==> config.mk <==
export PLATFORM = sky130hd
export DESIGN_NAME = mem_stage_lsu
export DESIGN_NICKNAME = d
export VERILOG_FILES = /design/src/rtl/mem_stage_lsu_pkg.sv /design/src/rtl/mem_stage_lsu_data_align.sv /design/src/rtl/mem_stage_lsu.sv
export SDC_FILE = /design/constraint.sdc
export NUM_CORES = 1
export LEC_CHECK = 0
export BUFFER_PORTS_ARGS = -buffer_cell sky130_fd_sc_hd__buf_4
export CORE_MARGIN = 2
export CORE_UTILIZATION = 40
export CTS_CLUSTER_DIAMETER = 150
export DETAILED_ROUTE_END_ITERATION = 16
export PLACE_DENSITY = 0.69
export SLEW_MARGIN = 10
export SYNTH_ARGS = -nofsm -noshare
export SYNTH_HDL_FRONTEND = slang
export SYNTH_SLANG_ARGS = --single-unit
==> constraint.sdc <==
create_clock -name clk -period 3.3 [get_ports clk]
set_input_delay 0.66 -clock clk [delete_from_list [all_inputs] [get_ports clk]]
set_output_delay 0.66 -clock clk [all_outputs]
set_load 0.02 [all_outputs]
==> src/rtl/mem_stage_lsu_pkg.sv <==
// mem_stage_lsu_pkg: shared funct3 codes, FSM state encoding and AXI response
// codes for the memory-access stage.
package mem_stage_lsu_pkg;
    localparam logic [2:0] F3_LB  = 3'b000;
    localparam logic [2:0] F3_LH  = 3'b001;
    localparam logic [2:0] F3_LW  = 3'b010;
    localparam logic [2:0] F3_LBU = 3'b100;
    localparam logic [2:0] F3_LHU = 3'b101;
    localparam logic [2:0] F3_SB  = 3'b000;
    localparam logic [2:0] F3_SH  = 3'b001;
    localparam logic [2:0] F3_SW  = 3'b010;
    localparam logic [1:0] RESP_OKAY = 2'b00;
    typedef enum logic [2:0] {IDLE, RD_ADDR, RD_DATA, WR_REQ, WR_RESP, DONE} state_e;
endpackage

==> src/rtl/mem_stage_lsu_data_align.sv <==
// lsu_data_align: store lane replication/strobes, load lane extraction and
// extension, and illegal-funct3/misalignment detection.
module lsu_data_align
    import mem_stage_lsu_pkg::*;
(
    input  logic        rd,
    input  logic        wr,
    input  logic [2:0]  f3,
    input  logic [1:0]  lo,
    input  logic [31:0] st_in,
    input  logic [31:0] rd_in,
    output logic [31:0] st_data,
    output logic [3:0]  st_strb,
    output logic [31:0] ld_data,
    output logic        err
);
    logic [15:0] sh;
    logic        legal;
    logic        misal;
    always_comb begin
        sh      = 16'(rd_in >> {lo, 3'b000});
        ld_data = f3 == F3_LB  ? {{24{sh[7]}}, sh[7:0]} :
                  f3 == F3_LH  ? {{16{sh[15]}}, sh} :
                  f3 == F3_LBU ? {24'b0, sh[7:0]} :
                  f3 == F3_LHU ? {16'b0, sh} : rd_in;
        st_data = f3 == F3_SB ? {4{st_in[7:0]}} : f3 == F3_SH ? {2{st_in[15:0]}} : st_in;
        st_strb = f3 == F3_SB ? 4'b0001 << lo : f3 == F3_SH ? 4'b0011 << lo : 4'b1111;
        // a load wins when both op bits are set, so it is checked against the load codes
        legal   = rd ? f3 inside {F3_LB, F3_LH, F3_LW, F3_LBU, F3_LHU} :
                  wr ? f3 inside {F3_SB, F3_SH, F3_SW} : 1'b1;
        misal   = (rd | wr) && (f3[1:0] == 2'b01 ? lo[0] : f3[1:0] == 2'b10 ? lo != 2'b00 : 1'b0);
        err     = !legal | misal;
    end
endmodule

==> src/rtl/mem_stage_lsu.sv <==
// mem_stage_lsu: memory-access stage; performs one load/store per instruction
// over AXI4-Lite and offers the extended result to the W stage.
module mem_stage_lsu
    import mem_stage_lsu_pkg::*;
#(
    parameter int ADDR_W = 32
) (
    input  logic              clk,
    input  logic              rst,
    input  logic              s_valid,
    output logic              s_ready,
    input  logic [ADDR_W-1:0] addrE,
    input  logic [31:0]       wdataE,
    input  logic              memrdE,
    input  logic              memwrE,
    input  logic [2:0]        funct3E,
    output logic              m_valid,
    input  logic              m_ready,
    output logic [31:0]       mdataM,
    output logic              errM,
    output logic [ADDR_W-1:0] araddr,
    output logic              arvalid,
    input  logic              arready,
    input  logic [31:0]       rdata,
    input  logic [1:0]        rresp,
    input  logic              rvalid,
    output logic              rready,
    output logic [ADDR_W-1:0] awaddr,
    output logic              awvalid,
    input  logic              awready,
    output logic [31:0]       wdata,
    output logic [3:0]        wstrb,
    output logic              wvalid,
    input  logic              wready,
    input  logic [1:0]        bresp,
    input  logic              bvalid,
    output logic              bready
);
    state_e            state_q, state_d;
    logic [ADDR_W-1:0] addr_q, addr_d;
    logic [31:0]       wdata_q, wdata_d, mdata_q, mdata_d, st_data, ld_data;
    logic [2:0]        f3_q, f3_d;
    logic [3:0]        st_strb;
    logic              rd_q, rd_d, wr_q, wr_d, aw_done_q, aw_done_d, w_done_q, w_done_d;
    logic              err_q, err_d, al_err, idle, wr_req;

    assign idle   = state_q == IDLE;
    assign wr_req = state_q == WR_REQ;

    // in IDLE the checker sees the incoming fields so the accept edge can branch on them
    lsu_data_align u_align (
        .rd      (idle ? memrdE : rd_q),
        .wr      (idle ? memwrE : wr_q),
        .f3      (idle ? funct3E : f3_q),
        .lo      (idle ? addrE[1:0] : addr_q[1:0]),
        .st_in   (wdata_q),
        .rd_in   (rdata),
        .st_data (st_data),
        .st_strb (st_strb),
        .ld_data (ld_data),
        .err     (al_err)
    );

    always_comb begin
        state_d   = state_q;
        addr_d    = addr_q;
        wdata_d   = wdata_q;
        rd_d      = rd_q;
        wr_d      = wr_q;
        f3_d      = f3_q;
        aw_done_d = aw_done_q;
        w_done_d  = w_done_q;
        mdata_d   = mdata_q;
        err_d     = err_q;
        case (state_q)
            IDLE: if (s_valid) begin
                addr_d  = addrE;
                wdata_d = wdataE;
                rd_d    = memrdE;
                wr_d    = memwrE;
                f3_d    = funct3E;
                err_d   = al_err;
                mdata_d = '0;
                state_d = al_err ? DONE : memrdE ? RD_ADDR : memwrE ? WR_REQ : DONE;
            end
            RD_ADDR: state_d = arready ? RD_DATA : RD_ADDR;
            RD_DATA: if (rvalid) begin
                err_d   = rresp != RESP_OKAY;
                mdata_d = rresp != RESP_OKAY ? '0 : ld_data;
                state_d = DONE;
            end
            WR_REQ: begin
                aw_done_d = aw_done_q | awready;
                w_done_d  = w_done_q | wready;
                if (aw_done_d && w_done_d) begin
                    aw_done_d = 1'b0;
                    w_done_d  = 1'b0;
                    state_d   = WR_RESP;
                end
            end
            WR_RESP: if (bvalid) begin
                err_d   = bresp != RESP_OKAY;
                mdata_d = '0;
                state_d = DONE;
            end
            DONE: state_d = m_ready ? IDLE : DONE;
            default: state_d = IDLE;
        endcase
    end

    always_ff @(posedge clk) begin
        if (rst) begin
            state_q   <= IDLE;
            addr_q    <= '0;
            wdata_q   <= '0;
            rd_q      <= 1'b0;
            wr_q      <= 1'b0;
            f3_q      <= '0;
            aw_done_q <= 1'b0;
            w_done_q  <= 1'b0;
            mdata_q   <= '0;
            err_q     <= 1'b0;
        end else begin
            state_q   <= state_d;
            addr_q    <= addr_d;
            wdata_q   <= wdata_d;
            rd_q      <= rd_d;
            wr_q      <= wr_d;
            f3_q      <= f3_d;
            aw_done_q <= aw_done_d;
            w_done_q  <= w_done_d;
            mdata_q   <= mdata_d;
            err_q     <= err_d;
        end
    end

    assign s_ready = idle;
    assign m_valid = state_q == DONE;
    assign mdataM  = mdata_q;
    assign errM    = err_q;
    assign araddr  = addr_q;
    assign arvalid = state_q == RD_ADDR;
    assign rready  = state_q == RD_DATA;
    assign awaddr  = addr_q;
    assign awvalid = wr_req && !aw_done_q;
    assign wvalid  = wr_req && !w_done_q;
    assign wdata   = wr_req ? st_data : '0;
    assign wstrb   = wr_req ? st_strb : '0;
    assign bready  = state_q == WR_RESP;
endmodule

==> flow_summary.json <==
{
  "status": "completed",
  "post-synth-top-area-cell": "dfxtp_1",
  "synthFlopType": "dfxtp_1",
  "layout.nets": 1085,
  "cts_sinks": 107,
  "antenna_found_initial": 0,
  "portBuffers": 253,
  "wl_um": 18800,
  "drv_slew": 0,
  "avgViaCountPerCell": 5.33,
  "place_area_um2": 7590,
  "crit_path_cell_trace": "nor3_4 -> mux2i_4 -> buf_4 -> ha_1 -> mux2i_1 -> a21oi_1 -> buf_4",
  "overflow": 0,
  "drt_iter0_drc": 364,
  "powerDensity_nw_per_um2": 709,
  "hold_path.class": "flip-flop to flip-flop",
  "dp_hpwl_um": 13700,
  "synth_most_common_cell": "nand2_1",
  "ant_nets": 0,
  "worst_pin_slew_ns": 0.755,
  "routedWlPerCell_um": 16.3,
  "post-place-cells": 1136,
  "synth_area_um2": 5760,
  "p_int_mw": 3.14,
  "relSlewSlack_pct": 48.3,
  "swShare_pct": 44.0,
  "p_total_mw": 5.60,
  "max_freq_mhz": 316,
  "cts_buffers": 9,
  "die-area_um2": 15400,
  "drc": 0,
  "yosysSeqAreaShare_pct": 37.2,
  "synthCells": 769,
  "yosysTopAreaCellShare_pct": 37.2,
  "ioPinCount": 254,
  "grt_pass1_wl_um": 28600,
  "route.met3.wl_um": 1690,
  "cts_tree": "yes",
  "tns_ns": 0,
  "antennaDiodeCount": 0,
  "timing.hold.ws_ns": 0.460,
  "cp-end-kind": "output port",
  "peakVddDrop_mv": 0.403,
  "start_kind": "flip-flop",
  "wl_met2_um": 8520,
  "final_area_um2": 7900,
  "leakagePower_nw": 3.47,
  "pwr-share-clk_pct": 20.2,
  "drt-met1-wl_um": 8180,
  "start_util_pct": 41.1,
  "synth_common_cells": "220 x nand2_1, 107 x dfxtp_1, 102 x a21oi_1",
  "htree_levels": 3,
  "place_congestion": 0.892,
  "criticalPathCategory": "flip-flop to output port",
  "postSynthAreaPerCell_um2": 7.48,
  "place_ws_ns": 0.0168,
  "stdcell_count": 1152,
  "arrival_ns": 2.50,
  "setup_viol_count_final": 0,
  "fin_crit_sh_pct": 95.9,
  "die_w_um": 124,
  "post-route-min-period_ns": 3.16,
  "fin_ws_ns": 0.136,
  "firstDrtPassIters": 4,
  "worst-path-buf-inv": 2,
  "synthArstFlopShare_pct": 0,
  "sequentialPowerShare_pct": 29.6,
  "critPathMostFrequentCell": "buf_4",
  "grt_max_degree": 71,
  "cp_max_fo": 9,
  "synth_edf_count": 0,
  "maxCapViolations": 0,
  "hold_viol": 0,
  "yosys_warnings": 0,
  "grt.total_usage_pct": 24.0,
  "critPathSlowestCell": "nor3_4",
  "synth-seq-cells": 107,
  "clockRootBuffer": "clkbuf_16",
  "postCtsSetupRepairBufs": 0,
  "top_layer": "met4",
  "worstSkewPairLatency_ns": 0.36,
  "core_area_um2": 14000,
  "yosys-top-cells-area": "dfxtp_1 37%, nand2_1 14%, a21oi_1 8.9%",
  "drive_gt1_share_pct": 31.7,
  "cts.clk_slew.worst_paths_ns": 0.08,
  "clk_path_buf_depth": 2,
  "area_growth_pct": 37.3,
  "first_global_vias": 5532,
  "fillers": 1378,
  "p_sw_mw": 2.46,
  "synth_fp_nets": 887,
  "power.share.combinational_pct": 50.2,
  "num_rows": 43,
  "die_h_um": 124,
  "fin_skew_ns": 0.00533,
  "yosysUniqueCellTypes": 60,
  "required_ns": 2.64,
  "cpPeakStageDelay_ns": 0.52,
  "num_vias": 6145,
  "cp_top_family": "multiplexers",
  "final_util_pct": 56.5
}
[registers in the layout, indices dropped and copies added (netlist names)]
name       cells
araddr        32
aw_done_q      1
errM           1
f3_q           3
mdataM        32
rd_q           1
state_q        3
w_done_q       1
wdata_q       32
wr_q           1
[cell type report]
cell class | count | area [um2] | area share (%)
clock buffers | 10 | 229 | 2.90
clock inverters | 6 | 72.6 | 0.918
inverters | 15 | 56.3 | 0.712
multi-input cells | 560 | 3100 | 39.2
flip-flops and latches | 107 | 2140 | 27.1
well taps | 180 | 225 | 2.85
repair buffers | 274 | 2080 | 26.3
[timing repair]
item / in CTS / in global routing
endpoints found under the hold margin: 0 / 0
hold buffers: 0 / 0
resized for setup: 1 / 2
endpoints found under the setup margin: 2 / 3
[cells in the final DEF (no fill, tap or decap), drive strengths merged, types with 6 or more instances in the layout]
master  instances
clkbuf         10
o221ai          8
inv            17
nand2         220
o211ai          6
and2           13
and3            8
nor3           11
nor2           31
mux2i          16
buf           274
dfxtp         107
a22oi          16
nand3b         12
o21ai          17
a21oi         103
a221oi         18
a211oi         10
[cell families after synthesis]
family                   count (synthesis)  share of synthesized area (%)
buffers and inverters                  102                           9.37
AND/OR/NAND/NOR                        326                           25.3
flip-flops                             107                           37.2
adder cells (fa/ha/maj)                  4                          0.870
AO/OA/AOI/OAI                          210                           23.6
multiplexers                            20                           3.63
[worst paths after layout]
kind                from  slack, ns          end  cells after the start
max           state_q[2]       0.14     wstrb[2]                      7
min          wdata_q[17]       0.46  wdata_q[17]                      2
max reg2reg   state_q[2]       0.64   state_q[1]                      9
min reg2reg  wdata_q[17]       0.46  wdata_q[17]                      2
[layer usage]
layer  track usage, %  vias up
li1                 -     3046
met1             32.5     2814
met5                0        -
met4             9.62        0
met2             36.8      258
met3             5.86       27
[worst min-delay path, delay by kind of cell, from the launching register on]
family             cells  cell delay (ns)
DFF                    1             0.31
and+or+nand+nor        1             0.05
AOI/OAI and AO/OA      1             0.05
[power groups by stage]
stage / Clock, mW / Combinational [mW] / Sequential [mW]
after global routing: 1.20 / 3.09 / 1.68
after floorplan: 0 / 1.87 / 1.73
final: 1.13 / 2.81 / 1.66
after global placement: 0 / 2.76 / 1.68
after CTS: 1.15 / 2.79 / 1.66
after detailed placement: 0 / 2.78 / 1.69
Power figures use the tool's default switching activity.
